### config.mk
export PLATFORM = sky130hd
export DESIGN_NAME = mem_wb_seq_flat
export DESIGN_NICKNAME = d
export VERILOG_FILES = /design/src/rtl/mem_wb_seq_if.sv /design/src/rtl/mem_wb_seq.sv /design/src/flat_wrapper.sv
export SDC_FILE = /design/constraint.sdc
export NUM_CORES = 1
export LEC_CHECK = 0
export ABC_AREA = 1
export CAP_MARGIN = 10
export CORE_MARGIN = 2
export CORE_UTILIZATION = 30
export DETAILED_ROUTE_END_ITERATION = 10
export GPL_ROUTABILITY_DRIVEN = 0
export SLEW_MARGIN = 20
export SYNTH_ARGS = -nofsm -noshare
export SYNTH_HDL_FRONTEND = slang
export SYNTH_SLANG_ARGS = --single-unit
export TNS_END_PERCENT = 10
### constraint.sdc
create_clock -name clk -period 1.5 [get_ports clk]
set_input_delay 0.3 -clock clk [delete_from_list [all_inputs] [get_ports clk]]
set_output_delay 0.3 -clock clk [all_outputs]
set_load 0.02 [all_outputs]
### src/rtl/mem_wb_seq_if.sv
`default_nettype none
// ============================================================================
//  Module      : mem_wb_seq_if
//  Description : Data-memory request/acknowledge bus between the MEM/WB
//                sequencer (master) and the data memory (slave).
//  Revision    : 1.0  initial release
// ============================================================================
interface mem_wb_seq_if #(
  parameter int DATA_W = 32
);
  logic              mem_req;
  logic              mem_we;
  logic [DATA_W-1:0] mem_addr;
  logic [DATA_W-1:0] mem_wdata;
  logic              mem_ack;
  logic [DATA_W-1:0] mem_rdata;

  modport master (
    output mem_req, mem_we, mem_addr, mem_wdata,
    input  mem_ack, mem_rdata
  );

  modport slave (
    input  mem_req, mem_we, mem_addr, mem_wdata,
    output mem_ack, mem_rdata
  );
endinterface
`default_nettype wire

### src/rtl/mem_wb_seq.sv
`default_nettype none
// ============================================================================
//  Module      : mem_wb_seq
//  Description : Multicycle MEM/WB sequencer. Latches one decoded control
//                word plus operands, performs the data-memory access over a
//                req/ack bus, then does register writeback and the branch
//                decision. Optional MEM_WAIT timeout enabled by defining
//                MEMSEQ_TIMEOUT_EN.
//  Revision    : 1.0  initial release
// ============================================================================
module mem_wb_seq #(
  parameter int DATA_W      = 32,
  parameter int REG_AW      = 5,
  parameter int MEM_TIMEOUT = 15
) (
  input  wire logic              clk,
  input  wire logic              rst_n,
  input  wire logic              in_valid,
  output logic                   in_ready,
  input  wire logic              RegDist,
  input  wire logic              Branch,
  input  wire logic              MemRead,
  input  wire logic              Memtoreg,
  input  wire logic              MemWrite,
  input  wire logic              Regwrite,
  input  wire logic [DATA_W-1:0] alu_result,
  input  wire logic [DATA_W-1:0] store_data,
  input  wire logic              alu_zero,
  input  wire logic [REG_AW-1:0] rt_addr,
  input  wire logic [REG_AW-1:0] rd_addr,
  mem_wb_seq_if.master           mem,
  output logic                   rf_we,
  output logic [REG_AW-1:0]      rf_waddr,
  output logic [DATA_W-1:0]      rf_wdata,
  output logic                   pc_src,
  output logic                   mem_err
);

  // A zero timeout would abort every access before the memory could answer.
  if (MEM_TIMEOUT < 1) begin : g_bad_timeout
    $error("mem_wb_seq: MEM_TIMEOUT must be at least 1");
  end

  typedef enum logic [1:0] {
    S_IDLE     = 2'd0,
    S_MEM_WAIT = 2'd1,
    S_WB       = 2'd2
  } state_t;

  state_t              state_q, state_d;
  logic                regdist_q, regdist_d;
  logic                branch_q, branch_d;
  logic                memtoreg_q, memtoreg_d;
  logic                memwrite_q, memwrite_d;
  logic                regwrite_q, regwrite_d;
  logic                zero_q, zero_d;
  logic [DATA_W-1:0]   alu_q, alu_d;
  logic [DATA_W-1:0]   store_q, store_d;
  logic [REG_AW-1:0]   rt_q, rt_d;
  logic [REG_AW-1:0]   rd_q, rd_d;
  logic [DATA_W-1:0]   rdata_q, rdata_d;
  // kill suppresses the architectural effects of WB (illegal word / timeout)
  logic                kill_q, kill_d;
  logic                err_q, err_d;

`ifdef MEMSEQ_TIMEOUT_EN
  localparam int CNT_W = $clog2(MEM_TIMEOUT + 1);
  logic [CNT_W-1:0]    cnt_q, cnt_d;
`endif

  // Next-state and latch-enable logic for the sequencer
  always_comb begin
    state_d    = state_q;
    regdist_d  = regdist_q;
    branch_d   = branch_q;
    memtoreg_d = memtoreg_q;
    memwrite_d = memwrite_q;
    regwrite_d = regwrite_q;
    zero_d     = zero_q;
    alu_d      = alu_q;
    store_d    = store_q;
    rt_d       = rt_q;
    rd_d       = rd_q;
    rdata_d    = rdata_q;
    kill_d     = kill_q;
    err_d      = err_q;
`ifdef MEMSEQ_TIMEOUT_EN
    cnt_d      = cnt_q;
`endif
    case (state_q)
      S_IDLE: begin
        if (in_valid) begin
          regdist_d  = RegDist;
          branch_d   = Branch;
          memtoreg_d = Memtoreg;
          memwrite_d = MemWrite;
          regwrite_d = Regwrite;
          zero_d     = alu_zero;
          alu_d      = alu_result;
          store_d    = store_data;
          rt_d       = rt_addr;
          rd_d       = rd_addr;
          // Cleared so a Memtoreg op without an access never sees stale data
          rdata_d    = '0;
          kill_d     = MemRead & MemWrite;
          if (MemRead & MemWrite) err_d = 1'b1;
          state_d    = (MemRead ^ MemWrite) ? S_MEM_WAIT : S_WB;
`ifdef MEMSEQ_TIMEOUT_EN
          cnt_d      = '0;
`endif
        end
      end
      S_MEM_WAIT: begin
        // An ack always wins, even in the cycle the timeout would fire
        if (mem.mem_ack) begin
          rdata_d = mem.mem_rdata;
          state_d = S_WB;
        end
`ifdef MEMSEQ_TIMEOUT_EN
        else if (cnt_q == CNT_W'(MEM_TIMEOUT - 1)) begin
          kill_d  = 1'b1;
          err_d   = 1'b1;
          state_d = S_WB;
        end else begin
          cnt_d = cnt_q + 1'b1;
        end
`endif
      end
      S_WB:    state_d = S_IDLE;
      default: state_d = S_IDLE;
    endcase
  end

  // State and latched operand registers; reset drops any open transaction
  always_ff @(posedge clk or negedge rst_n) begin
    if (!rst_n) begin
      state_q    <= S_IDLE;
      regdist_q  <= 1'b0;
      branch_q   <= 1'b0;
      memtoreg_q <= 1'b0;
      memwrite_q <= 1'b0;
      regwrite_q <= 1'b0;
      zero_q     <= 1'b0;
      alu_q      <= '0;
      store_q    <= '0;
      rt_q       <= '0;
      rd_q       <= '0;
      rdata_q    <= '0;
      kill_q     <= 1'b0;
      err_q      <= 1'b0;
`ifdef MEMSEQ_TIMEOUT_EN
      cnt_q      <= '0;
`endif
    end else begin
      state_q    <= state_d;
      regdist_q  <= regdist_d;
      branch_q   <= branch_d;
      memtoreg_q <= memtoreg_d;
      memwrite_q <= memwrite_d;
      regwrite_q <= regwrite_d;
      zero_q     <= zero_d;
      alu_q      <= alu_d;
      store_q    <= store_d;
      rt_q       <= rt_d;
      rd_q       <= rd_d;
      rdata_q    <= rdata_d;
      kill_q     <= kill_d;
      err_q      <= err_d;
`ifdef MEMSEQ_TIMEOUT_EN
      cnt_q      <= cnt_d;
`endif
    end
  end

  logic              in_wb;
  logic              in_mem;
  logic [REG_AW-1:0] waddr_sel;

  // Outputs decoded only from state and latched registers (no in_* paths)
  always_comb begin
    in_wb         = (state_q == S_WB);
    in_mem        = (state_q == S_MEM_WAIT);
    waddr_sel     = regdist_q ? rd_q : rt_q;
    in_ready      = (state_q == S_IDLE);
    mem.mem_req   = in_mem;
    mem.mem_we    = in_mem & memwrite_q;
    mem.mem_addr  = in_mem ? alu_q   : '0;
    mem.mem_wdata = in_mem ? store_q : '0;
    rf_waddr      = in_wb ? waddr_sel : '0;
    rf_wdata      = in_wb ? (memtoreg_q ? rdata_q : alu_q) : '0;
    rf_we         = in_wb & regwrite_q & ~kill_q & (waddr_sel != '0);
    pc_src        = in_wb & branch_q & zero_q & ~kill_q;
    mem_err       = err_q;
  end

endmodule
`default_nettype wire

### src/flat_wrapper.sv
// flat-port wrapper written by rule: the top's interface ports become plain ports
module mem_wb_seq_flat 
#(
  parameter int DATA_W      = 32,
  parameter int REG_AW      = 5,
  parameter int MEM_TIMEOUT = 15
)
  (clk, rst_n, in_valid, in_ready, RegDist, Branch, MemRead, Memtoreg, MemWrite, Regwrite, alu_result, store_data, alu_zero, rt_addr, rd_addr, rf_we, rf_waddr, rf_wdata, pc_src, mem_err, mem_mem_req, mem_mem_we, mem_mem_addr, mem_mem_wdata, mem_mem_ack, mem_mem_rdata);
  mem_wb_seq_if #(.DATA_W(DATA_W)) mem_i ();
  input  wire logic clk;
  input  wire logic rst_n;
  input  wire logic in_valid;
  output logic in_ready;
  input  wire logic RegDist;
  input  wire logic Branch;
  input  wire logic MemRead;
  input  wire logic Memtoreg;
  input  wire logic MemWrite;
  input  wire logic Regwrite;
  input  wire logic [DATA_W-1:0] alu_result;
  input  wire logic [DATA_W-1:0] store_data;
  input  wire logic alu_zero;
  input  wire logic [REG_AW-1:0] rt_addr;
  input  wire logic [REG_AW-1:0] rd_addr;
  output logic rf_we;
  output logic [REG_AW-1:0] rf_waddr;
  output logic [DATA_W-1:0] rf_wdata;
  output logic pc_src;
  output logic mem_err;
  output wire logic [$bits(mem_i.mem_req)-1:0] mem_mem_req;
  output wire logic [$bits(mem_i.mem_we)-1:0] mem_mem_we;
  output wire logic [$bits(mem_i.mem_addr)-1:0] mem_mem_addr;
  output wire logic [$bits(mem_i.mem_wdata)-1:0] mem_mem_wdata;
  input wire logic [$bits(mem_i.mem_ack)-1:0] mem_mem_ack;
  input wire logic [$bits(mem_i.mem_rdata)-1:0] mem_mem_rdata;
  assign mem_mem_req = mem_i.mem_req;
  assign mem_mem_we = mem_i.mem_we;
  assign mem_mem_addr = mem_i.mem_addr;
  assign mem_mem_wdata = mem_i.mem_wdata;
  assign mem_i.mem_ack = mem_mem_ack;
  assign mem_i.mem_rdata = mem_mem_rdata;
  mem_wb_seq #(.DATA_W(DATA_W), .REG_AW(REG_AW), .MEM_TIMEOUT(MEM_TIMEOUT)) u_core (.clk(clk), .rst_n(rst_n), .in_valid(in_valid), .in_ready(in_ready), .RegDist(RegDist), .Branch(Branch), .MemRead(MemRead), .Memtoreg(Memtoreg), .MemWrite(MemWrite), .Regwrite(Regwrite), .alu_result(alu_result), .store_data(store_data), .alu_zero(alu_zero), .rt_addr(rt_addr), .rd_addr(rd_addr), .mem(mem_i), .rf_we(rf_we), .rf_waddr(rf_waddr), .rf_wdata(rf_wdata), .pc_src(pc_src), .mem_err(mem_err));
endmodule
# Yosys cells after proc, flatten, opt, wreduce, memory -nomap -nowiden
# Cells that the tools add are included.
word_totals:
  inputBits: 117
  word_cells: 48
  output_inout_bits: 107
  regBits: 116
classes:
  n_mux: 13
  bitwise: 10
  n_reduce_logical: 7
  n_eq_ne: 4
ops:
  columns: ["cell", "n"]
  rows:
  - ["2-to-1 mux 32 bit", 6]
  - ["one-hot mux 32 bit (2 select lines)", 1]
  - ["2-to-1 mux 5 bit", 2]
  - ["AND 1 bit", 8]
  - ["2-to-1 mux 2 bit", 3]
  - ["AND reduction 3 bit", 2]
  - ["nonzero test 5 bit", 1]
  - ["one-hot mux 2 bit (2 select lines)", 1]
  - ["AND reduction 2 bit", 2]
  - ["equality test 2 x 1 -> 1 bit (second input constant)", 1]
  - ["equality test 2 bit (second input constant)", 1]
  - ["zero test 2 bit", 1]
  - ["!= test 2 x 1 -> 1 bit (second input constant)", 1]
  - ["!= test 2 bit (second input constant)", 1]
  - ["nonzero test 2 bit", 1]
  - ["inverter 1 bit", 1]
  - ["XOR 1 bit", 1]

# Depth between registers and ports, before layout
logic_depth:
  ltp_word: 4
  depth_mapped: 7
  depth_no_buf: 6

# Worst setup path after synthesis
# No wires, ideal clock.
synth_timing:
  path_type: "register to output"
  start: "register u_core.state_q[1]"
  end: "output port mem_mem_addr[0]"
  path_stages_with_launch: 6
  t_required_ns: 1.200
  t_arrival_ns: 1.299
  path_slack_ns: -0.099
  cell_sequence: "dfrtp_1 > nor2_4 > inv_2 > buf_2 > buf_2 > nor2_1"
synth_via:
  elab_chain_len: 2
synth_rtl:
  columns: ["element", "line", "text"]
  rows:
  - ["start: declaration", "mem_wb_seq.sv:50", "state_t state_q, state_d;"]
  - ["start signal: assignment", "mem_wb_seq.sv:155", "state_q <= state_d;"]
  - ["equality test 2 x 1 -> 1 bit", "mem_wb_seq.sv:182", "in_mem = (state_q == S_MEM_WAIT);"]
  - ["2-to-1 mux 32 bit", "mem_wb_seq.sv:187", "mem.mem_addr = in_mem ? alu_q : '0;"]
  - ["end: declaration", "flat_wrapper.sv:32", "output wire logic [$bits(mem_i.mem_addr)-1:0] mem_mem_addr;"]
# Every way passes these cells.

# Final worst setup path
layout_timing:
  start: "register u_core.state_q[1]"
  end: "output port mem_mem_wdata[31]"
layout_via:
  elab_chain_len: 2
layout_rtl:
  columns: ["element", "line", "text"]
  rows:
  - ["equality test 2 x 1 -> 1 bit", "mem_wb_seq.sv:182", null]
  - ["2-to-1 mux 32 bit", "mem_wb_seq.sv:188", "mem.mem_wdata = in_mem ? store_q : '0;"]
  - ["end: declaration", "flat_wrapper.sv:33", "output wire logic [$bits(mem_i.mem_wdata)-1:0] mem_mem_wdata;"]
# Every way passes these cells.

==> metrics.md <==
| Metric | Value |
|---|---|
| Status | finished, violations left |
| Violated checks | setup timing |
| Vias in the first global route | 5060 |
| Clock sinks | 116 |
| Die Span X | 138 microns |
| Die area | 19100 sq um |
| Clock Path Buffers | 2 |
| Layout Area Growth over Synthesis | 71.5% |
| Yosys Warn Count | 0 |
| Starting DRT DRC Count | 221 |
| Post-DR vias/cell | 4.52 |
| FP Rows | 49 |
| Fin cells | 1157 |
| GRT Total Usage | 0.172 |
| DR vias | 5231 |
| Avg Cell Area, Syn | 8.04 sq um |
| Final Power | 17.9 mW |
| CTS Buf Count | 17 |
| Die Ht | 138 microns |
| Max Clock Freq | 543 MHz |
| Max-cap violations | 0 |
| Top Ports | 224 |
| H-tree depth | 4 |
| Pre-CTS WS | -0.504 ns |
| Sequential fraction of the synthesis area | 0.539 |
| CTS root buf | clkbuf_16 |
| Syn Nets | 788 |
| Max VDD drop | 0.931 mV |
| Hold WS | 0.362 ns |
| CP startpoint kind | flip-flop |
| CP delay by family, top | flip-flops |
| I/O Buffers | 223 |
| Nets | 1033 |
| Final instance area | 9240 sq um |
| Clock Skew | 0.00411 ns |
| Worst-path clk slew | 0.05 ns |
| HPWL Detailed | 11.8 mm |
| Hold Path Class | primary input to async pin |
| Max incr delay on CP | 0.44 ns |
| Hold Fails Final Rpt | 0 |
| First-pass DRT Iterations | 4 |
| Final wirelength | 17.0 mm |
| Crit path time final | 1.84 ns |
| Final setup violation count | 107 |
| Post-Synthesis Cells | 670 |
| Initial antenna violation count | 1 |
| Dpl cells | 1117 |
| Residual DRC | 0 |
| CP Max Fanout | 8 |
| Critical path class | flip-flop to output pin |
| TritonCTS clock tree | built |
| Gr ovfl total | 0 |
| Critical Path End Type | output pin |
| Power per cell area | 1940 nW/um^2 |
| Clock Latency Late Sink | 0.40 ns |
| Core area | 17800 sq um |
| DRT antenna net count | 0 |
| Layout cells sized above 1 | 0.332 |
| CP required | 1.20 ns |
| Largest net degree at the start of global routing | 57 |
| Crit path cell chain | nor2_4 -> inv_8 -> clkbuf_16 -> nor2_2 -> buf_6 |
| RSZ-0062 raised after global routing | yes |
| Wirelength per Cell | 14.7 microns |
| Lkg Pwr | 4.16 nW |
| Critical Path AT | 1.54 ns |
| Mapped Area | 5390 sq um |
| Worst path slowest cell | dfrtp_2 |
| Worst Max-Slew Pin Slew | 0.390 ns |
| CP bufs+invs | 3 |
| Initial core utilization | 0.303 |
| Tcrit/Tclk final | 1.23 |
| Global-route wire length before repair | 26.4 mm |
| Synth Register Bits | 116 |
| Post-synthesis cell type count | 19 |
| Slew HR | 0.740 |
| Pins Over Slew Limit | 0 |
| Post-DP Area | 8220 sq um |
| Post-route setup slack | -0.340 ns |
-- report_power, final --
group | switching, mW | total [mW] | internal (mW)
Sequential | 0.691 | 5.20 | 4.51
Clock | 1.42 | 4.19 | 2.77
Combinational | 5.02 | 8.53 | 3.52
Total | 7.13 | 17.9 | 10.8
-- final timing paths --
path                                           end  slack [ns]               from  cells past startpoint
min in group clk                 u_core.memtoreg_q        0.43           Memtoreg                      3
worst min-delay path             u_core.rdata_q[4]        0.36              rst_n                      2
worst max register to register     u_core.alu_q[9]       -0.01  u_core.state_q[1]                      8
worst max-delay path             mem_mem_wdata[31]       -0.34  u_core.state_q[1]                      5
max in group asynchronous       u_core.store_q[14]        0.63              rst_n                      3
worst min register to register       u_core.zero_q        0.48      u_core.zero_q                      2
-- cells in the mapped netlist --
| cell | count | area (sq um) |
|---|---|---|
| nor2_1 | 72 | 270 |
| clkbuf_1 | 12 | 45.0 |
| a21oi_1 | 33 | 165 |
| nor2_4 | 2 | 22.5 |
| ha_1 | 1 | 12.5 |
| nand2_1 | 108 | 405 |
| inv_2 | 3 | 11.3 |
| nor3_1 | 2 | 10.0 |
| inv_1 | 110 | 413 |
| o21ai_0 | 66 | 330 |
| buf_6 | 7 | 78.8 |
| dfrtp_1 | 116 | 2900 |
| nand2_2 | 2 | 12.5 |
| buf_2 | 18 | 90.1 |
| o22ai_1 | 1 | 6.26 |
| o21ai_1 | 75 | 375 |
| nand2_4 | 2 | 22.5 |
| nand3_1 | 34 | 170 |
| buf_4 | 6 | 45.0 |
-- layout make-up --
cell class / instances / area, sq um
inverter: 113 / 452
timing repair buffer: 269 / 2740
sequential: 116 / 2910
fill: 1688 / 8540
multi-input combinational: 398 / 2240
antenna: 1 / 2.50
clock buffer: 22 / 484
clock inverter: 9 / 126
tap: 229 / 287
-- worst reg2reg max path: cells and delay by family (launching register included) --
kind / cells / cell delay [ns]
buffers and inverters: 4 / 0.61
DFF: 1 / 0.44
and+or+nand+nor: 3 / 0.28
AOI/OAI and AO/OA: 1 / 0.10
-- layer usage --
metal / global-route usage / up-vias / part of all wire
met5: 0 / - / 0
met4: 0.0559 / 0 / 0.0098
met3: 0.0596 / 13 / 0.071
met2: 0.275 / 162 / 0.48
met1: 0.221 / 2454 / 0.44
li1: - / 2602 / -
-- logic make-up (layout without fill, tap and decap cells) --
| family | Yosys count | in the layout | synth area share |
|---|---|---|---|
| other | 0 | 1 | 0 |
| AND/OR/NAND/NOR | 222 | 222 | 0.169 |
| AO/OA/AOI/OAI | 175 | 175 | 0.163 |
| buffers and inverters | 156 | 413 | 0.127 |
| adder cells (fa/ha/maj) | 1 | 1 | 0.00232 |
| flip-flops | 116 | 116 | 0.539 |
-- metrics by stage --
stage | TNS [ns] | util
floorplan | -4.70 | -
global placement | -43.03 | 0.462
detailed placement | -45.95 | 0.462
global route | -45.20 | 0.520
CTS | -36.46 | 0.486
finish | -31.37 | 0.520
-- what timing repair did --
action                                 4_1_cts  5_1_grt
hold buffers                                 1        0
setup buffers                                1        1
pin swaps                                    1        1
endpoints found under the hold margin       20        0
setup endpoints to repair                  110      212
cloned                                       1        4
resized for setup                          546      176
-- state kept, by name, summed over array words and instances, names as in the netlist --
| signal | count |
|---|---|
| u_core.rt_q | 5 |
| u_core.rd_q | 5 |
| u_core.branch_q | 1 |
| u_core.kill_q | 1 |
| u_core.store_q | 32 |
| u_core.mem_err | 1 |
| u_core.memwrite_q | 1 |
| u_core.zero_q | 1 |
| u_core.alu_q | 32 |
| u_core.regwrite_q | 1 |
| u_core.state_q | 2 |
| u_core.memtoreg_q | 1 |
| u_core.regdist_q | 1 |
| u_core.rdata_q | 32 |
-- cell usage in the layout, fill, tap and decap left out --
master / n
buf_16: 1
buf_8: 3
bufinv_16: 3
o22ai_1: 1
clkbuf_16: 20
nor2_4: 18
clkinv_8: 1
dfrtp_1: 113
clkbuf_8: 4
nand2_4: 3
nor3_4: 1
nand3_2: 1
clkbuf_1: 1
dlygate4sd2_1: 1
clkdlybuf4s50_1: 115
clkinvlp_4: 1
nand3_1: 33
nor2_1: 6
inv_2: 2
o21ai_4: 1
a21oi_2: 18
nor2_2: 50
buf_4: 86
nand2_1: 108
nand2_2: 1
o21ai_2: 25
buf_12: 13
o21ai_1: 83
buf_6: 46
o21ai_0: 32
a21oi_1: 15
diode_2: 1
clkinv_4: 1
ha_1: 1
dfrtp_2: 3
clkinv_2: 4
inv_8: 2
dlygate4sd3_1: 1
inv_1: 108
nor3_1: 1
Power figures use the tool's default switching activity.
